$ cat config.mk
export PLATFORM = sky130hd
export DESIGN_NAME = execute_stage_flat
export DESIGN_NICKNAME = d
export VERILOG_FILES = /design/src/rtl/execute_stage_if.sv /design/src/rtl/execute_stage.sv /design/src/flat_wrapper.sv
export SDC_FILE = /design/constraint.sdc
export NUM_CORES = 1
export LEC_CHECK = 0
export BUFFER_PORTS_ARGS = -buffer_cell sky130_fd_sc_hd__buf_4
export CAP_MARGIN = 20
export CORE_MARGIN = 1.5
export CORE_UTILIZATION = 50
export DETAILED_ROUTE_END_ITERATION = 6
export PLACE_DENSITY = 0.72
export REMOVE_ABC_BUFFERS = 1
export SLEW_MARGIN = 25
export SYNTH_ARGS = -nofsm -noshare
export SYNTH_HDL_FRONTEND = slang
export SYNTH_SLANG_ARGS = --single-unit
export TNS_END_PERCENT = 30
$ cat constraint.sdc
create_clock -name clk -period 10.9 [get_ports clk]
set_input_delay 1.635 -clock clk [delete_from_list [all_inputs] [get_ports clk]]
set_output_delay 1.635 -clock clk [all_outputs]
set_load 0.02 [all_outputs]
$ cat src/rtl/execute_stage_if.sv
`default_nettype none
// ============================================================================
// Module   : execute_stage_if
// Purpose  : Decode-to-execute operand/control bundle and execute-to-memory
//            results, with the combinational stall returned upstream.
// Revision : 1.0 - initial release
// ============================================================================
interface execute_stage_if;
    logic [31:0] pc;
    logic [31:0] rs1_data;
    logic [31:0] rs2_data;
    logic [31:0] imm;
    logic [4:0]  AluOp;
    logic        AluSrc;
    logic        Branch;
    logic        Jump;
    logic        Jalr;
    logic [2:0]  BranchOp;
    logic        MemRead;
    logic        MemWrite;
    logic        MemToReg;
    logic        RegWrite;
    logic [4:0]  RegDest;
    logic        flush;

    logic [31:0] out_AluResult;
    logic [31:0] out_StoreData;
    logic [31:0] out_BranchTarget;
    logic [4:0]  out_RegDest;
    logic        out_MemRead;
    logic        out_MemWrite;
    logic        out_MemToReg;
    logic        out_RegWrite;
    logic        out_PCSrc;
    logic        stall_pipeline;

    modport master (
        output pc, rs1_data, rs2_data, imm, AluOp, AluSrc, Branch, Jump, Jalr,
               BranchOp, MemRead, MemWrite, MemToReg, RegWrite, RegDest, flush,
        input  out_AluResult, out_StoreData, out_BranchTarget, out_RegDest,
               out_MemRead, out_MemWrite, out_MemToReg, out_RegWrite, out_PCSrc,
               stall_pipeline
    );

    modport slave (
        input  pc, rs1_data, rs2_data, imm, AluOp, AluSrc, Branch, Jump, Jalr,
               BranchOp, MemRead, MemWrite, MemToReg, RegWrite, RegDest, flush,
        output out_AluResult, out_StoreData, out_BranchTarget, out_RegDest,
               out_MemRead, out_MemWrite, out_MemToReg, out_RegWrite, out_PCSrc,
               stall_pipeline
    );
endinterface
`default_nettype wire

$ cat src/rtl/execute_stage.sv
`default_nettype none
// ============================================================================
// Module   : execute_stage
// Purpose  : Pipeline EX stage - ALU, branch/jump resolution and, when the
//            macro M_EXT_EN is defined, multiply plus a 34-cycle divider.
// Revision : 1.0 - initial release
// ============================================================================
module execute_stage (
    input  wire logic      clk,
    input  wire logic      rst,
    execute_stage_if.slave bus
);
    localparam logic [4:0] c_OP_ADD    = 5'd0;
    localparam logic [4:0] c_OP_SUB    = 5'd1;
    localparam logic [4:0] c_OP_SLL    = 5'd2;
    localparam logic [4:0] c_OP_SLT    = 5'd3;
    localparam logic [4:0] c_OP_SLTU   = 5'd4;
    localparam logic [4:0] c_OP_XOR    = 5'd5;
    localparam logic [4:0] c_OP_SRL    = 5'd6;
    localparam logic [4:0] c_OP_SRA    = 5'd7;
    localparam logic [4:0] c_OP_OR     = 5'd8;
    localparam logic [4:0] c_OP_AND    = 5'd9;
    localparam logic [4:0] c_OP_PASSB  = 5'd10;
    localparam logic [4:0] c_OP_MUL    = 5'd11;
    localparam logic [4:0] c_OP_MULH   = 5'd12;
    localparam logic [4:0] c_OP_MULHSU = 5'd13;
    localparam logic [4:0] c_OP_MULHU  = 5'd14;
    localparam logic [4:0] c_OP_DIV    = 5'd15;
    localparam logic [4:0] c_OP_DIVU   = 5'd16;
    localparam logic [4:0] c_OP_REM    = 5'd17;
    localparam logic [4:0] c_OP_REMU   = 5'd18;

    logic [31:0] w_a, w_b, w_alu, w_result, w_target, w_jt;
    logic        w_take, w_pcsrc, w_stall, w_bubble;

    logic [31:0] res_q, store_q, tgt_q;
    logic [4:0]  rd_q;
    logic        mr_q, mw_q, m2r_q, rw_q, pcs_q;

    assign w_a      = bus.rs1_data;
    assign w_b      = bus.AluSrc ? bus.imm : bus.rs2_data;
    assign w_jt     = bus.rs1_data + bus.imm;
    assign w_target = (bus.Jump && bus.Jalr) ? (w_jt & 32'hFFFF_FFFE) : (bus.pc + bus.imm);

`ifdef M_EXT_EN
    typedef enum logic [1:0] {S_IDLE = 2'd0, S_RUN = 2'd1, S_DONE = 2'd2} state_t;
    state_t      state_q, state_d;
    logic [4:0]  cnt_q, cnt_d;
    logic [31:0] rem_q, rem_d, quo_q, quo_d, dvs_q, dvs_d;
    logic        qneg_q, qneg_d, rneg_q, rneg_d;
    logic        w_sgn, w_isrem, w_isdiv, w_div0, w_ovf, w_start, w_msgn_a, w_msgn_b;
    logic [63:0] w_xa, w_xb, w_prod;
    logic [31:0] w_mag_a, w_mag_b, w_fast, w_quot, w_remd, w_divres;
    logic [32:0] w_trial;

    assign w_sgn   = (bus.AluOp == c_OP_DIV) || (bus.AluOp == c_OP_REM);
    assign w_isrem = (bus.AluOp == c_OP_REM) || (bus.AluOp == c_OP_REMU);
    assign w_isdiv = (bus.AluOp >= c_OP_DIV) && (bus.AluOp <= c_OP_REMU);
    assign w_div0  = (w_b == 32'd0);
    assign w_ovf   = w_sgn && (w_a == 32'h8000_0000) && (w_b == 32'hFFFF_FFFF);
    assign w_start = w_isdiv && !w_div0 && !w_ovf;
    assign w_mag_a = (w_sgn && w_a[31]) ? (32'd0 - w_a) : w_a;
    assign w_mag_b = (w_sgn && w_b[31]) ? (32'd0 - w_b) : w_b;
    assign w_fast  = w_div0 ? (w_isrem ? w_a : 32'hFFFF_FFFF)
                            : (w_isrem ? 32'd0 : 32'h8000_0000);

    // One 64x64 product covers all four multiplies; operand extension picks signedness.
    assign w_msgn_a = (bus.AluOp == c_OP_MULH) || (bus.AluOp == c_OP_MULHSU);
    assign w_msgn_b = (bus.AluOp == c_OP_MULH);
    assign w_xa     = {{32{w_msgn_a & w_a[31]}}, w_a};
    assign w_xb     = {{32{w_msgn_b & w_b[31]}}, w_b};
    assign w_prod   = w_xa * w_xb;

    assign w_trial  = {rem_q, quo_q[31]} - {1'b0, dvs_q};
    assign w_quot   = qneg_q ? (32'd0 - quo_q) : quo_q;
    assign w_remd   = rneg_q ? (32'd0 - rem_q) : rem_q;
    assign w_divres = (state_q == S_DONE) ? (w_isrem ? w_remd : w_quot) : w_fast;

    always_comb begin
        state_d = state_q;
        cnt_d   = cnt_q;
        rem_d   = rem_q;
        quo_d   = quo_q;
        dvs_d   = dvs_q;
        qneg_d  = qneg_q;
        rneg_d  = rneg_q;
        w_stall = 1'b0;
        case (state_q)
            S_IDLE: begin
                if (w_start) begin
                    state_d = S_RUN;
                    cnt_d   = 5'd0;
                    rem_d   = 32'd0;
                    quo_d   = w_mag_a;
                    dvs_d   = w_mag_b;
                    qneg_d  = w_sgn & (w_a[31] ^ w_b[31]);
                    rneg_d  = w_sgn & w_a[31];
                    w_stall = 1'b1;
                end
            end
            S_RUN: begin
                w_stall = 1'b1;
                cnt_d   = cnt_q + 5'd1;
                // quo_q shifts the dividend out at the top and collects quotient bits at the bottom
                if (!w_trial[32]) begin
                    rem_d = w_trial[31:0];
                    quo_d = {quo_q[30:0], 1'b1};
                end else begin
                    rem_d = {rem_q[30:0], quo_q[31]};
                    quo_d = {quo_q[30:0], 1'b0};
                end
                if (cnt_q == 5'd31) begin
                    state_d = S_DONE;
                end
            end
            S_DONE:  state_d = S_IDLE;
            default: state_d = S_IDLE;
        endcase
        if (bus.flush) begin
            state_d = S_IDLE;
            w_stall = 1'b0;
        end
    end

    always_ff @(posedge clk) begin
        if (rst) begin
            state_q <= S_IDLE;
            cnt_q   <= 5'd0;
            rem_q   <= 32'd0;
            quo_q   <= 32'd0;
            dvs_q   <= 32'd0;
            qneg_q  <= 1'b0;
            rneg_q  <= 1'b0;
        end else begin
            state_q <= state_d;
            cnt_q   <= cnt_d;
            rem_q   <= rem_d;
            quo_q   <= quo_d;
            dvs_q   <= dvs_d;
            qneg_q  <= qneg_d;
            rneg_q  <= rneg_d;
        end
    end
`else
    assign w_stall = 1'b0;
`endif

    always_comb begin
        w_alu = w_a + w_b;
        case (bus.AluOp)
            c_OP_ADD:   w_alu = w_a + w_b;
            c_OP_SUB:   w_alu = w_a - w_b;
            c_OP_SLL:   w_alu = w_a << w_b[4:0];
            c_OP_SLT:   w_alu = {31'd0, $signed(w_a) < $signed(w_b)};
            c_OP_SLTU:  w_alu = {31'd0, w_a < w_b};
            c_OP_XOR:   w_alu = w_a ^ w_b;
            c_OP_SRL:   w_alu = w_a >> w_b[4:0];
            c_OP_SRA:   w_alu = $signed(w_a) >>> w_b[4:0];
            c_OP_OR:    w_alu = w_a | w_b;
            c_OP_AND:   w_alu = w_a & w_b;
            c_OP_PASSB: w_alu = w_b;
`ifdef M_EXT_EN
            c_OP_MUL:                           w_alu = w_prod[31:0];
            c_OP_MULH, c_OP_MULHSU, c_OP_MULHU: w_alu = w_prod[63:32];
            c_OP_DIV, c_OP_DIVU, c_OP_REM, c_OP_REMU: w_alu = w_divres;
`else
            c_OP_MUL, c_OP_MULH, c_OP_MULHSU, c_OP_MULHU,
            c_OP_DIV, c_OP_DIVU, c_OP_REM, c_OP_REMU: w_alu = 32'd0;
`endif
            default: w_alu = w_a + w_b;
        endcase
    end

    always_comb begin
        case (bus.BranchOp)
            3'd0:    w_take = (bus.rs1_data == bus.rs2_data);
            3'd1:    w_take = (bus.rs1_data != bus.rs2_data);
            3'd4:    w_take = ($signed(bus.rs1_data) <  $signed(bus.rs2_data));
            3'd5:    w_take = ($signed(bus.rs1_data) >= $signed(bus.rs2_data));
            3'd6:    w_take = (bus.rs1_data <  bus.rs2_data);
            3'd7:    w_take = (bus.rs1_data >= bus.rs2_data);
            default: w_take = 1'b0;
        endcase
    end

    assign w_pcsrc  = bus.Jump | (bus.Branch & w_take);
    assign w_result = bus.Jump ? (bus.pc + 32'd4) : w_alu;
    assign w_bubble = bus.flush | w_stall;

    always_ff @(posedge clk) begin
        if (rst || w_bubble) begin
            res_q   <= 32'd0;
            store_q <= 32'd0;
            tgt_q   <= 32'd0;
            rd_q    <= 5'd0;
            mr_q    <= 1'b0;
            mw_q    <= 1'b0;
            m2r_q   <= 1'b0;
            rw_q    <= 1'b0;
            pcs_q   <= 1'b0;
        end else begin
            res_q   <= w_result;
            store_q <= bus.rs2_data;
            tgt_q   <= w_target;
            rd_q    <= bus.RegDest;
            mr_q    <= bus.MemRead;
            mw_q    <= bus.MemWrite;
            m2r_q   <= bus.MemToReg;
            rw_q    <= bus.RegWrite;
            pcs_q   <= w_pcsrc;
        end
    end

    assign bus.out_AluResult    = res_q;
    assign bus.out_StoreData    = store_q;
    assign bus.out_BranchTarget = tgt_q;
    assign bus.out_RegDest      = rd_q;
    assign bus.out_MemRead      = mr_q;
    assign bus.out_MemWrite     = mw_q;
    assign bus.out_MemToReg     = m2r_q;
    assign bus.out_RegWrite     = rw_q;
    assign bus.out_PCSrc        = pcs_q;
    assign bus.stall_pipeline   = w_stall;
endmodule
`default_nettype wire

$ cat src/flat_wrapper.sv
// flat-port wrapper written by rule: the top's interface ports become plain ports
module execute_stage_flat 
  (clk, rst, bus_pc, bus_rs1_data, bus_rs2_data, bus_imm, bus_AluOp, bus_AluSrc, bus_Branch, bus_Jump, bus_Jalr, bus_BranchOp, bus_MemRead, bus_MemWrite, bus_MemToReg, bus_RegWrite, bus_RegDest, bus_flush, bus_out_AluResult, bus_out_StoreData, bus_out_BranchTarget, bus_out_RegDest, bus_out_MemRead, bus_out_MemWrite, bus_out_MemToReg, bus_out_RegWrite, bus_out_PCSrc, bus_stall_pipeline);
  execute_stage_if bus_i ();
  input  wire logic clk;
  input  wire logic rst;
  input wire logic [$bits(bus_i.pc)-1:0] bus_pc;
  input wire logic [$bits(bus_i.rs1_data)-1:0] bus_rs1_data;
  input wire logic [$bits(bus_i.rs2_data)-1:0] bus_rs2_data;
  input wire logic [$bits(bus_i.imm)-1:0] bus_imm;
  input wire logic [$bits(bus_i.AluOp)-1:0] bus_AluOp;
  input wire logic [$bits(bus_i.AluSrc)-1:0] bus_AluSrc;
  input wire logic [$bits(bus_i.Branch)-1:0] bus_Branch;
  input wire logic [$bits(bus_i.Jump)-1:0] bus_Jump;
  input wire logic [$bits(bus_i.Jalr)-1:0] bus_Jalr;
  input wire logic [$bits(bus_i.BranchOp)-1:0] bus_BranchOp;
  input wire logic [$bits(bus_i.MemRead)-1:0] bus_MemRead;
  input wire logic [$bits(bus_i.MemWrite)-1:0] bus_MemWrite;
  input wire logic [$bits(bus_i.MemToReg)-1:0] bus_MemToReg;
  input wire logic [$bits(bus_i.RegWrite)-1:0] bus_RegWrite;
  input wire logic [$bits(bus_i.RegDest)-1:0] bus_RegDest;
  input wire logic [$bits(bus_i.flush)-1:0] bus_flush;
  output wire logic [$bits(bus_i.out_AluResult)-1:0] bus_out_AluResult;
  output wire logic [$bits(bus_i.out_StoreData)-1:0] bus_out_StoreData;
  output wire logic [$bits(bus_i.out_BranchTarget)-1:0] bus_out_BranchTarget;
  output wire logic [$bits(bus_i.out_RegDest)-1:0] bus_out_RegDest;
  output wire logic [$bits(bus_i.out_MemRead)-1:0] bus_out_MemRead;
  output wire logic [$bits(bus_i.out_MemWrite)-1:0] bus_out_MemWrite;
  output wire logic [$bits(bus_i.out_MemToReg)-1:0] bus_out_MemToReg;
  output wire logic [$bits(bus_i.out_RegWrite)-1:0] bus_out_RegWrite;
  output wire logic [$bits(bus_i.out_PCSrc)-1:0] bus_out_PCSrc;
  output wire logic [$bits(bus_i.stall_pipeline)-1:0] bus_stall_pipeline;
  assign bus_i.pc = bus_pc;
  assign bus_i.rs1_data = bus_rs1_data;
  assign bus_i.rs2_data = bus_rs2_data;
  assign bus_i.imm = bus_imm;
  assign bus_i.AluOp = bus_AluOp;
  assign bus_i.AluSrc = bus_AluSrc;
  assign bus_i.Branch = bus_Branch;
  assign bus_i.Jump = bus_Jump;
  assign bus_i.Jalr = bus_Jalr;
  assign bus_i.BranchOp = bus_BranchOp;
  assign bus_i.MemRead = bus_MemRead;
  assign bus_i.MemWrite = bus_MemWrite;
  assign bus_i.MemToReg = bus_MemToReg;
  assign bus_i.RegWrite = bus_RegWrite;
  assign bus_i.RegDest = bus_RegDest;
  assign bus_i.flush = bus_flush;
  assign bus_out_AluResult = bus_i.out_AluResult;
  assign bus_out_StoreData = bus_i.out_StoreData;
  assign bus_out_BranchTarget = bus_i.out_BranchTarget;
  assign bus_out_RegDest = bus_i.out_RegDest;
  assign bus_out_MemRead = bus_i.out_MemRead;
  assign bus_out_MemWrite = bus_i.out_MemWrite;
  assign bus_out_MemToReg = bus_i.out_MemToReg;
  assign bus_out_RegWrite = bus_i.out_RegWrite;
  assign bus_out_PCSrc = bus_i.out_PCSrc;
  assign bus_stall_pipeline = bus_i.stall_pipeline;
  execute_stage u_core (.clk(clk), .rst(rst), .bus(bus_i));
endmodule
==> results.json <==
{
  "outcome": "finished, final reports clean",
  "p_per_area_nw_per_um2": 97.0,
  "synthDistinctLibCells": 100,
  "wl_mm": 78.1,
  "fillers": 3239,
  "synth_edf_count": 0,
  "crit_type": "input port to flip-flop",
  "dr.pass1.iters": 6,
  "nets": 2897,
  "rsz0062_at_grt": "false",
  "gr-total-overflow": 0,
  "routed_via_density": 6.73,
  "drt_iter0_markers": 2516,
  "hp-class": "input port to flip-flop",
  "syn_to_final_growth_pct": 14.1,
  "slew_headroom_pct": 21.5,
  "boundaryPins": 259,
  "cts_tree": "built",
  "grt_pass1_wl_mm": 117,
  "fmax_mhz": 153,
  "min_period_ns": 6.52,
  "grt_max_degree": 69,
  "antenna_found_initial": 1,
  "syn_area_um2": 17000,
  "grt_util_all_layers_pct": 43.3,
  "crit_arrival_ns": 6.82,
  "cts_setup_buffers": 0,
  "power_mw": 1.88,
  "dpl_cell_area_um2": 19000,
  "floorplan.initialDensity_pct": 50.7,
  "post-dp-hpwl_mm": 60.0,
  "tns_ns": 0,
  "cp.required_ns": 11.20,
  "postCtsResizedCells": 0,
  "drive_gt1_share_pct": 14.4,
  "cts_hold_buf": 0,
  "drc_errors": 0,
  "cp_max_fo": 50,
  "fin_crit_sh_pct": 59.8,
  "yosys_warnings": 0,
  "cts_buffer_depth": 2,
  "fp.dieW_um": 187,
  "dp_worst_setup_slack_ns": 4.14,
  "drv_slew": 0,
  "synthArstFlopShare_pct": 0,
  "core_area_um2": 33400,
  "setup_slack_ns": 4.38,
  "ir_worst_vdd_mv": 0.0868,
  "numCtsBuffers": 9,
  "rows": 67,
  "instances_no_fill": 3004,
  "ctsRootBufferMaster": "clkbuf_16",
  "die_area_um2": 35000,
  "ys_seq_elements": 106,
  "critPathCaptureType": "flip-flop",
  "synth_seq_area_share_pct": 12.5,
  "netlist_instances": 2396,
  "hp-start": "bus_RegDest[3]",
  "synthFlopType": "dfxtp_1",
  "cts.sinks": 106,
  "finalSetupViolCount": 0,
  "drv_cap": 0,
  "post-route-cell-area_um2": 19400,
  "vias": 20214,
  "tightest_slew_ns": 1.17,
  "avgSynthCellArea_um2": 7.08,
  "portBuffers": 257,
  "crit_path_start": "bus_AluSrc",
  "antenna_left": 0,
  "critPathLaunchType": "input port",
  "leakagePower_nw": 8.77,
  "grt_pass1_vias": 19004,
  "clk_pin_slew_worst_paths_ns": 0.09,
  "post-place-cells": 2986,
  "die_h_um": 187,
  "gp_congestion": 1.07,
  "htreeDepth": 3,
  "hold_viol": 0,
  "wl_per_cell_um": 26.0
}
==> state kept, by name, summed over array words and instances (netlist names) <==
signal                       count
u_core.bus.out_RegDest           5
u_core.bus.out_BranchTarget     32
u_core.bus.out_MemToReg          1
u_core.bus.out_MemRead           1
u_core.bus.out_StoreData        32
u_core.bus.out_RegWrite          1
u_core.bus.out_MemWrite          1
u_core.bus.out_AluResult        32
u_core.bus.out_PCSrc             1
==> cell usage in the layout (no fill, tap or decap), drive strengths merged, types with 11 or more instances in the layout <==
cell type and n:
a2111oi 13, a211oi 55, a21o 46, a21oi 229, a221o 15, a221oi 35
a31oi 38, and2 30, and3 20, buf 284, dfxtp 106, ha 192
inv 153, mux2i 109, nand2 245, nand2b 18, nand3 45, nand4 28
nor2 250, nor2b 17, nor3 42, nor4 17, o211ai 39, o21a 13
o21ai 173, o21bai 18, o221ai 11, o22ai 22, o31ai 18, or3 20
xnor2 60, xor2 43
==> layer usage <==
| layer | track usage (%) | vias to the layer above | wire, um |
|---|---|---|---|
| met3 | 9.51 | 304 | 8760 |
| met1 | 54.1 | 9414 | 30100 |
| met2 | 68.4 | 1441 | 34200 |
| met5 | 0 | - | 0 |
| li1 | - | 9055 | - |
| met4 | 25.2 | 0 | 5110 |
==> logic make-up (layout without fill, tap and decap cells) <==
family / Yosys count / after routing / synth area share, %
buffers and inverters: 293 / 451 / 7.26
xor gates and xnor gates: 103 / 103 / 5.32
AOI/OAI and AO/OA: 806 / 806 / 31.1
other: 1 / 3 / 0.0221
DFF: 106 / 106 / 12.5
muxes: 125 / 125 / 8.37
adders and majority gates: 196 / 196 / 14.6
and+or+nand+nor: 766 / 766 / 20.7
==> Yosys cell counts, drive strengths merged, types with 7 or more instances <==
cell / number / share of area (%)
and3: 20 / 0.74
a211oi: 55 / 2.5
or2: 8 / 0.30
ha: 192 / 14
dfxtp: 106 / 13
o31ai: 18 / 0.80
a21o: 46 / 2.0
nor4: 17 / 0.66
mux4: 7 / 0.93
nor2b: 17 / 0.63
a31o: 7 / 0.36
o21bai: 18 / 0.82
and2: 30 / 1.1
a221oi: 35 / 1.9
o31a: 8 / 0.41
nand4: 28 / 1.0
or3: 20 / 0.74
a2111oi: 13 / 0.74
nand2b: 18 / 0.71
o21ai: 173 / 5.1
nand2: 245 / 5.4
a21oi: 229 / 6.8
mux2: 9 / 0.60
xor2: 43 / 2.2
o221ai: 11 / 0.57
o21a: 13 / 0.58
mux2i: 109 / 6.8
nand3: 45 / 1.3
nor3b: 8 / 0.35
a21boi: 9 / 0.40
o22ai: 22 / 0.88
xnor2: 60 / 3.1
a32oi: 7 / 0.36
nor3: 42 / 1.3
a221o: 15 / 0.89
a31oi: 38 / 1.6
inv: 150 / 3.3
o211ai: 39 / 1.8
nor2: 250 / 5.5
clkbuf: 88 / 1.9
buf: 54 / 2.0
==> critical path: stages <==
cell	delay, ns
buf_4	0.53
mux2i_4	0.92
buf_4	0.59
inv_2	0.50
ha_1	0.38
a21oi_1	0.18
o21ai_1	0.21
a221o_1	0.43
o21ai_1	0.37
o31ai_1	0.15
o41ai_2	0.30
xnor2_1	0.18
nor3_2	0.06
a2111oi_2	0.28
==> stage by stage <==
step                      hold slack [ns]  utilization (%)
final                                1.44             57.9
after global routing                 1.43             57.8
after CTS                            1.43             57.8
after detailed placement             1.84             56.9
after global placement               1.84             56.9
after floorplan                      1.73                -
==> area by class of cell <==
class | instances | area (um^2) | share of cell area [%]
Multi-Input combinational cell | 1997 | 13700 | 70.6
Antenna cell | 2 | 5.00 | 0.0259
Sequential cell | 106 | 2120 | 11.0
Timing Repair Buffer | 284 | 2130 | 11.0
Tap cell | 448 | 561 | 2.90
Clock inverter | 7 | 83.8 | 0.433
Clock buffer | 9 | 225 | 1.16
Inverter | 151 | 567 | 2.93
==> where the power goes <==
group | total (mW) | internal, mW | leakage (nW) | switching [mW]
Sequential | 0.419 | 0.411 | 0.871 | 0.00834
Combinational | 1.08 | 0.387 | 7.74 | 0.689
Clock | 0.382 | 0.184 | 0.154 | 0.199
==> final timing paths <==
kind | endpoint | slack [ns] | depth (start not counted)
setup / recovery | u_core.bus.out_AluResult[17]$_SDFF_PP0_ | 4.38 | 14
hold / removal | u_core.bus.out_RegDest[3]$_SDFF_PP0_ | 1.44 | 2
Note: power is estimated with default switching activity, not from simulation.
